## config.mk

```make
export PLATFORM = sky130hd
export DESIGN_NAME = tank_sensor_conditioner
export DESIGN_NICKNAME = d
export VERILOG_FILES = /design/src/rtl/irrigation_pkg.sv /design/src/rtl/debounce_filter.sv /design/src/rtl/tank_sensor_conditioner.sv
export SDC_FILE = /design/constraint.sdc
export NUM_CORES = 1
export LEC_CHECK = 0
export CORE_ASPECT_RATIO = 0.6
export CORE_MARGIN = 4
export CORE_UTILIZATION = 30
export DETAILED_ROUTE_END_ITERATION = 6
export SYNTH_ARGS = -nofsm -noshare
export SYNTH_HDL_FRONTEND = slang
export SYNTH_SLANG_ARGS = --single-unit
```

## constraint.sdc

```tcl
create_clock -name clock -period 1.28 [get_ports clock]
set_input_delay 0.128 -clock clock [delete_from_list [all_inputs] [get_ports clock]]
set_output_delay 0.128 -clock clock [all_outputs]
set_load 0.1 [all_outputs]
```

## src/rtl/irrigation_pkg.sv

```systemverilog
// ============================================================================
// irrigation_pkg : shared tank-level encoding and debounce counter width
// Rev 1.0
// ============================================================================
`default_nettype none

package irrigation_pkg;

    localparam int C_DEB_CNT_W = 4;

    typedef enum logic [1:0] {
        LVL_EMPTY   = 2'd0,
        LVL_PARTIAL = 2'd1,
        LVL_FULL    = 2'd2,
        LVL_FAULT   = 2'd3
    } level_state_t;

endpackage : irrigation_pkg

`default_nettype wire

```

## src/rtl/debounce_filter.sv

```systemverilog
// ============================================================================
// debounce_filter : two-flop synchronizer plus tick-qualified debounce counter
// Rev 1.0
// ============================================================================
`default_nettype none

module debounce_filter
    import irrigation_pkg::*;
#(
    parameter int unsigned DEBOUNCE_N = 4
) (
    input  logic clock,
    input  logic reset,
    input  logic tick,
    input  logic raw,
    output logic stable
);

    localparam logic [C_DEB_CNT_W-1:0] C_THRESH  = C_DEB_CNT_W'(DEBOUNCE_N);
    localparam logic [C_DEB_CNT_W-1:0] C_CNT_MAX = '1;

    logic                   r_sync1;
    logic                   r_sync2;
    logic                   r_stable;
    logic [C_DEB_CNT_W-1:0] r_cnt;
    logic [C_DEB_CNT_W-1:0] w_cnt_inc;

    always_ff @(posedge clock) begin
        if (reset) begin
            r_sync1 <= 1'b0;
            r_sync2 <= 1'b0;
        end else begin
            r_sync1 <= raw;
            r_sync2 <= r_sync1;
        end
    end

    always_comb begin
        w_cnt_inc = (r_cnt == C_CNT_MAX) ? r_cnt : r_cnt + 1'b1;
    end

    // Stable value flips on the tick that brings the count up to the threshold.
    always_ff @(posedge clock) begin
        if (reset) begin
            r_cnt    <= '0;
            r_stable <= 1'b0;
        end else if (tick) begin
            if (r_sync2 != r_stable) begin
                if (w_cnt_inc >= C_THRESH) begin
                    r_stable <= ~r_stable;
                    r_cnt    <= '0;
                end else begin
                    r_cnt    <= w_cnt_inc;
                end
            end else begin
                r_cnt <= '0;
            end
        end
    end

    assign stable = r_stable;

endmodule : debounce_filter

`default_nettype wire

```

## src/rtl/tank_sensor_conditioner.sv

```systemverilog
// ============================================================================
// tank_sensor_conditioner : debounced tank/soil sensors, level FSM, fill hysteresis
// Rev 1.0
// ============================================================================
`default_nettype none

module tank_sensor_conditioner
    import irrigation_pkg::*;
#(
    parameter int unsigned DEBOUNCE_N = 4
) (
    input  logic       clock,
    input  logic       reset,
    input  logic       tick,
    input  logic       lower_sw_raw,
    input  logic       upper_sw_raw,
    input  logic       soil_dry_raw,
    output logic       lower_level,
    output logic       upper_level,
    output logic       soil_dry,
    output logic [1:0] level_state,
    output logic       fill_request,
    output logic       level_error
);

    logic         w_lower;
    logic         w_upper;
    logic         w_soil;
    level_state_t r_state;
    level_state_t w_next;
    logic         r_fill;

    debounce_filter #(.DEBOUNCE_N(DEBOUNCE_N)) u_deb_lower (
        .clock (clock), .reset (reset), .tick (tick), .raw (lower_sw_raw), .stable (w_lower)
    );
    debounce_filter #(.DEBOUNCE_N(DEBOUNCE_N)) u_deb_upper (
        .clock (clock), .reset (reset), .tick (tick), .raw (upper_sw_raw), .stable (w_upper)
    );
    debounce_filter #(.DEBOUNCE_N(DEBOUNCE_N)) u_deb_soil (
        .clock (clock), .reset (reset), .tick (tick), .raw (soil_dry_raw), .stable (w_soil)
    );

    always_ff @(posedge clock) begin
        if (reset) begin
            r_state <= LVL_EMPTY;
        end else begin
            r_state <= w_next;
        end
    end

    // Both switches are decoded together, so simultaneous changes never pass through an intermediate state.
    always_comb begin
        w_next = r_state;
        if (r_state == LVL_FAULT) begin
            if (!w_lower && !w_upper) begin
                w_next = LVL_EMPTY;
            end
        end else begin
            unique case ({w_lower, w_upper})
                2'b00:   w_next = LVL_EMPTY;
                2'b10:   w_next = LVL_PARTIAL;
                2'b11:   w_next = LVL_FULL;
                2'b01:   w_next = LVL_FAULT;
                default: w_next = r_state;
            endcase
        end
    end

    // Fill hysteresis: open at EMPTY, close at FULL or FAULT, PARTIAL leaves it alone.
    always_ff @(posedge clock) begin
        if (reset) begin
            r_fill <= 1'b1;
        end else if (w_next == LVL_EMPTY) begin
            r_fill <= 1'b1;
        end else if ((w_next == LVL_FULL) || (w_next == LVL_FAULT)) begin
            r_fill <= 1'b0;
        end
    end

    always_comb begin
        lower_level  = w_lower;
        upper_level  = w_upper;
        soil_dry     = w_soil;
        level_state  = r_state;
        fill_request = r_fill;
        level_error  = (r_state == LVL_FAULT);
    end

endmodule : tank_sensor_conditioner

`default_nettype wire

```

# Word level (Yosys, flattened, before mapping)
# Cells that the tools add are included.
# op_classes
n_lt_le_gt_ge,3
bitwise_logic,3
n_reduce_logical,10
addsub,3
muxes,12
n_eq_ne,12
# ops
op,n
two-way mux 4 bit,9
adder 4 x 1 -> 4 bit (second input constant),3
== test 4 bit (second input constant),3
>= comparator 4 x 3 -> 1 bit (second input constant),3
== test 2 bit (second input constant),5
AND reduction 3 bit,3
one-hot mux 2 bit (4 select lines),1
zero test 2 bit,2
two-way mux 2 bit,2
inequality test 1 bit,3
inverter 1 bit,3
== test 2 x 1 -> 1 bit (second input constant),1
zero test 1 bit,2
OR reduction 2 bit,1
logical AND 1 bit,1
logical OR 1 bit,1
# word_totals
out_inout_bits,7
reg_bits,24

# Logic depth before layout (Yosys ltp)
# Gate-level depths: netlist of the first run.
# depth
word_depth,6
depth_mapped,5

# Cells and area by module
# A second synthesis of the first run with hierarchy kept.
# unflattened
cells_unflattened,103
hier_area_um2,1056.0
# modules_own_cells
mod,area_each_um2,seq_area_each_um2,cells_per_inst,instances
debounce_filter,295.3,140.1,29,3
tank_sensor_conditioner,170.2,60.1,16,1

# Least setup slack after synthesis of the first run
# No wires, ideal clock.
# synth_path
path_type,register -> register
from,register r_state[1] (netlist: level_state[1])
to,register r_fill (netlist: fill_request)
setup_slack_ps,-900
path_stages_with_launch,6
t_arrival_ps,2060
period_less_slack_ps,2180
setup_time_ps,120
path_cell_list,dfxtp_1 -> nand2_1 -> inv_2 -> nor3_1 -> or3_1 -> o31a_1
# synth_between
elab_chain_len,4
# synth_lines
item,line,source
start: declaration,tank_sensor_conditioner.sv:29,level_state_t r_state;
start signal: assignment,tank_sensor_conditioner.sv:47,r_state <= w_next;
== test 2 bit (*),n/a,
named net level_error,tank_sensor_conditioner.sv:23,output logic level_error
two-way mux 2 bit (*),tank_sensor_conditioner.sv:54,if (r_state == LVL_FAULT) begin
== test 2 bit or zero test 2 bit (tied branches),"tank_sensor_conditioner.sv:75, tank_sensor_conditioner.sv:73",
logical OR 1 bit or OR reduction 2 bit (tied branches),n/a,
end signal: assignment,tank_sensor_conditioner.sv:72,r_fill <= 1'b1;
end signal: assignment,tank_sensor_conditioner.sv:74,r_fill <= 1'b1;
end signal: assignment,tank_sensor_conditioner.sv:76,r_fill <= 1'b0;
end: declaration,tank_sensor_conditioner.sv:31,logic r_fill;
# Mark *: on every way through the listed nets, which the timed path passes. The rest lies on a longest branch.
# A chain may end at the register's enable or synchronous reset.

# Worst setup path after layout of the first run
# layout_path
from,register u_deb_soil.r_cnt[0]
to,register u_deb_soil.r_stable (netlist: u_deb_soil.stable)
# layout_between
elab_chain_len,4
# layout_lines
item,line,source
start: declaration,debounce_filter.sv:25,logic [C_DEB_CNT_W-1:0] r_cnt;
start signal: assignment,debounce_filter.sv:53,r_cnt <= w_cnt_inc;
adder 4 x 1 -> 4 bit or == test 4 bit (tied branches),debounce_filter.sv:39,w_cnt_inc = (r_cnt == C_CNT_MAX) ? r_cnt : r_cnt + 1'b1;
two-way mux 4 bit (*),debounce_filter.sv:39,
>= comparator 4 x 3 -> 1 bit (*),debounce_filter.sv:49,if (w_cnt_inc >= C_THRESH) begin
AND reduction 3 bit (no line) (*),n/a,
end signal: assignment,debounce_filter.sv:50,r_stable <= ~r_stable;
end: declaration,debounce_filter.sv:24,logic r_stable;
# Mark *: on every way between the ends. The rest lies on a longest branch, timed or not.

==> results of run 1 <==
[report_power, final]
part | switching [µW] | internal (µW) | total, µW | leakage [µW]
clock | 227 | 274 | 501 | 0.0000288
sequential | 13.5 | 757 | 771 | 0.000201
combinational | 49.0 | 67.1 | 116 | 0.000391
[layer usage]
metal	GRT usage [%]	wire length [µm]	vias up
li1	-	-	414
met1	11.6	928	350
met2	15.8	885	11
met3	4.64	94	3
met4	2.49	16	0
met5	0	0	-
[logic make-up after synthesis]
group	count (synthesis)	share of synthesized area [%]
AOI/OAI and AO/OA	14	9.40
xor gates and xnor gates	6	5.26
adders and majority gates	6	7.52
buffers and inverters	9	3.51
DFF	24	48.1
muxes	5	5.01
and+or+nand+nor	43	21.2
[layout by cell type (no fill, tap or decap), types with 2 or more instances in the layout]
master / netlist / layout
a21oi_1: 4 / 4
and2_1: 6 / 5
buf_12: 0 / 7
buf_4: 0 / 15
clkbuf_8: 0 / 4
clkdlybuf4s50_1: 0 / 5
dfxtp_1: 24 / 15
dfxtp_2: 0 / 5
dfxtp_4: 0 / 4
ha_1: 6 / 3
ha_4: 0 / 3
inv_1: 5 / 4
mux2i_1: 5 / 5
nand2_1: 8 / 6
nand3_1: 3 / 3
nor2_1: 11 / 11
nor2b_1: 6 / 6
nor3_1: 5 / 5
or2_1: 2 / 2
xnor2_1: 3 / 3
xor2_1: 3 / 3
[critical path: cells and delay by family, from the launching register on]
kind / cells / cell delay [ns]
adders and majority gates: 1 / 0.16
muxes: 1 / 0.22
DFF: 1 / 0.34
AOI/OAI and AO/OA: 1 / 0.08
and+or+nand+nor: 2 / 0.38
[worst min-delay path by stage]
stage	to	slack (ns)
3_3_place_gp	u_deb_lower.r_sync2	0.43
5_1_grt	u_deb_soil.r_sync1	0.40
6_report	u_deb_lower.r_sync1	0.41
2_1_floorplan	u_deb_lower.r_sync1	0.26
4_1_cts	u_deb_lower.r_sync1	0.40
3_5_place_dp	u_deb_upper.r_sync2	0.44
[cell usage after synthesis (all sizes together)]
| cell type | instances |
|---|---|
| a21oi | 4 |
| dfxtp | 24 |
| a211o | 1 |
| xor2 | 3 |
| a41oi | 2 |
| or3 | 2 |
| nor2b | 6 |
| o31ai | 2 |
| buf | 1 |
| clkbuf | 2 |
| and2 | 6 |
| o21ai | 3 |
| ha | 6 |
| nand3 | 3 |
| mux2i | 5 |
| or2 | 2 |
| nor2 | 11 |
| nor3 | 5 |
| nand2 | 8 |
| inv | 6 |
| o311ai | 1 |
| xnor2 | 3 |
| o31a | 1 |
[final cells by class]
cell class                      instances  area, µm²  share of cell area (%)
Multi-Input combinational cell         74        581                    38.1
Sequential cell                        24        502                    32.9
Timing Repair Buffer                   27        303                    19.9
Clock buffer                            4       55.1                    3.62
Tap cell                               42       52.6                    3.45
Inverter                                6       30.0                    1.97
[flip-flops by register name, summed over array words and instances, names as in the netlist]
signal	count
u_deb_lower.r_sync1	1
u_deb_upper.r_sync2	1
u_deb_lower.r_cnt	4
u_deb_upper.stable	1
u_deb_upper.r_cnt	4
u_deb_lower.r_sync2	1
level_state	2
u_deb_soil.r_cnt	4
u_deb_soil.stable	1
u_deb_lower.stable	1
u_deb_upper.r_sync1	1
u_deb_soil.r_sync2	1
u_deb_soil.r_sync1	1
fill_request	1
[timing repair]
item	in CTS	in global routing
setup endpoints to repair	3	7
buffers inserted	0	0
pin swaps	2	2
resized for setup	7	11
endpoints found under the hold margin	0	0
[metrics by stage]
stage	std cells	setup WS [ns]
floorplan	107	-0.123
global placement	173	-0.105
detailed placement	173	-0.150
CTS	177	-0.0307
global route	177	-0.0409
finish	177	-0.00270
==> results.sh, run 1 <==
export IMPL_cts_max_path_buffers=2
export IMPL_drv_slew=0
export IMPL_cp_required_ns=1.44
export IMPL_num_io_pins=13
export IMPL_chipWidth_um=82.5
export IMPL_maxSlewHeadroom_pct=83.5
export IMPL_cp_cell_sequence="ha_4 -> or3_4 -> o311ai_4 -> mux2i_1 -> nor2_1"
export IMPL_period_needed_ns=1.28
export IMPL_initial_core_util_pct=33.0
export IMPL_fmax_mhz=780
export IMPL_status="finished, violations left"
export IMPL_slowest_stage="dfxtp_2"
export IMPL_reg2regPathDepth=5
export IMPL_r2r_start="u_deb_soil.r_cnt[0]"
export IMPL_cts_root_buf="clkbuf_8"
export IMPL_grt_ovfl_total=0
export IMPL_cp_max_fo=4
export IMPL_tightest_slew_ns=0.247
export IMPL_setup_violations=1
export IMPL_worstSetupStartpointType="register"
export IMPL_drtAntennaViolNets=0
export IMPL_clock_sinks=24
export IMPL_coreArea_mm2=0.00302
export IMPL_place_hpwl_mm=1.47
export IMPL_grt_max_degree=14
export IMPL_via_per_inst=4.40
export IMPL_synth_top_area_cell="dfxtp_1"
export IMPL_drive_gt1_share_pct=35.6
export IMPL_antenna_found_initial=0
export IMPL_synth_area_um2=998
export IMPL_drc=0
export IMPL_cpPeakStageDelay_ns=0.34
export IMPL_nFillCells=271
export IMPL_clk_pin_slew_ns=0.08
export IMPL_power_uw=1390
export IMPL_report_final_hold_viol_count=0
export IMPL_hold_path_class="in2reg"
export IMPL_num_rows=15
export IMPL_crit_arrival_ns=1.45
export IMPL_synth_cells=107
export IMPL_post_route_util_pct=50.4
export IMPL_clkLatencyLatePin_ns=0.26
export IMPL_numCtsBuffers=3
export IMPL_synth_nets=119
export IMPL_yosys_area_top_type_share_pct=48.1
export IMPL_synthTopCellsByArea="dfxtp_1 48%, ha_1 7.5%, mux2i_1 5.0%"
export IMPL_hold_start="lower_sw_raw"
export IMPL_powerDensity_mw_per_mm2=911
export IMPL_wl_per_cell_um=10.9
export IMPL_gp_congestion=0.714
export IMPL_diodes=0
export IMPL_design_area_mm2=0.00152
export IMPL_cts_tree="done"
export IMPL_cts_max_level=1
export IMPL_power_leakage_uw=0.000621
export IMPL_synth_avg_cell_area_um2=9.33
export IMPL_drt_initial_drc_count=14
export IMPL_synth_seq_cells=24
export IMPL_ys_seq_area_share_pct=48.1
export IMPL_startpoint="u_deb_soil.r_cnt[0]"
export IMPL_fin_tns_setup_ns=-0.00270
export IMPL_port_buffers=12
export IMPL_syn_to_final_growth_pct=52.5
export IMPL_cap_violations=0
export IMPL_ys_warn_count=0
export IMPL_cts_hold_buf=0
export IMPL_endpoint="u_deb_soil.stable"
export IMPL_peakVddDrop_uv=636
export IMPL_r2r_slack_ns=-0.003
export IMPL_dpl_cell_area_mm2=0.00138
export IMPL_die_area_mm2=0.00435
export IMPL_first_pass_iters=4
export IMPL_grt_usage_pct=9.78
export IMPL_yosysUniqueCellTypes=25
export IMPL_dieHeight_um=52.7
export IMPL_worstSetupEndpointType="register"
export IMPL_final_nets=148
export IMPL_whs_ns=0.406
export IMPL_grt_setup_unrepaired="true"
export IMPL_vias=778
export IMPL_grt_first_pass_wirelength_mm=3.20
export IMPL_path_class="reg2reg"
export IMPL_r2r_end="u_deb_soil.stable"
export IMPL_finClkSkew_ns=0.00459
export IMPL_routed_wl_mm=1.92
export IMPL_setup_ws_ns=-0.00270
export IMPL_grt_pass1_vias=773
export IMPL_violations="negative setup slack"
export IMPL_min_path_cells=2
export IMPL_finalCritPeriodShare_pct=100
(Power assumes the default switching activity.)
==> run 2: changes to the inputs <==
--- a/config.mk
+++ b/config.mk
@@ -8,6 +8,7 @@
 export CORE_ASPECT_RATIO = 0.6
 export CORE_MARGIN = 4
 export CORE_UTILIZATION = 30
+export CTS_CLUSTER_DIAMETER = 120
 export DETAILED_ROUTE_END_ITERATION = 6
 export SYNTH_ARGS = -nofsm -noshare
 export SYNTH_HDL_FRONTEND = slang
==> results of run 2 <==
Same layout as run 1: the final DEF is identical, and so are final timing and power.
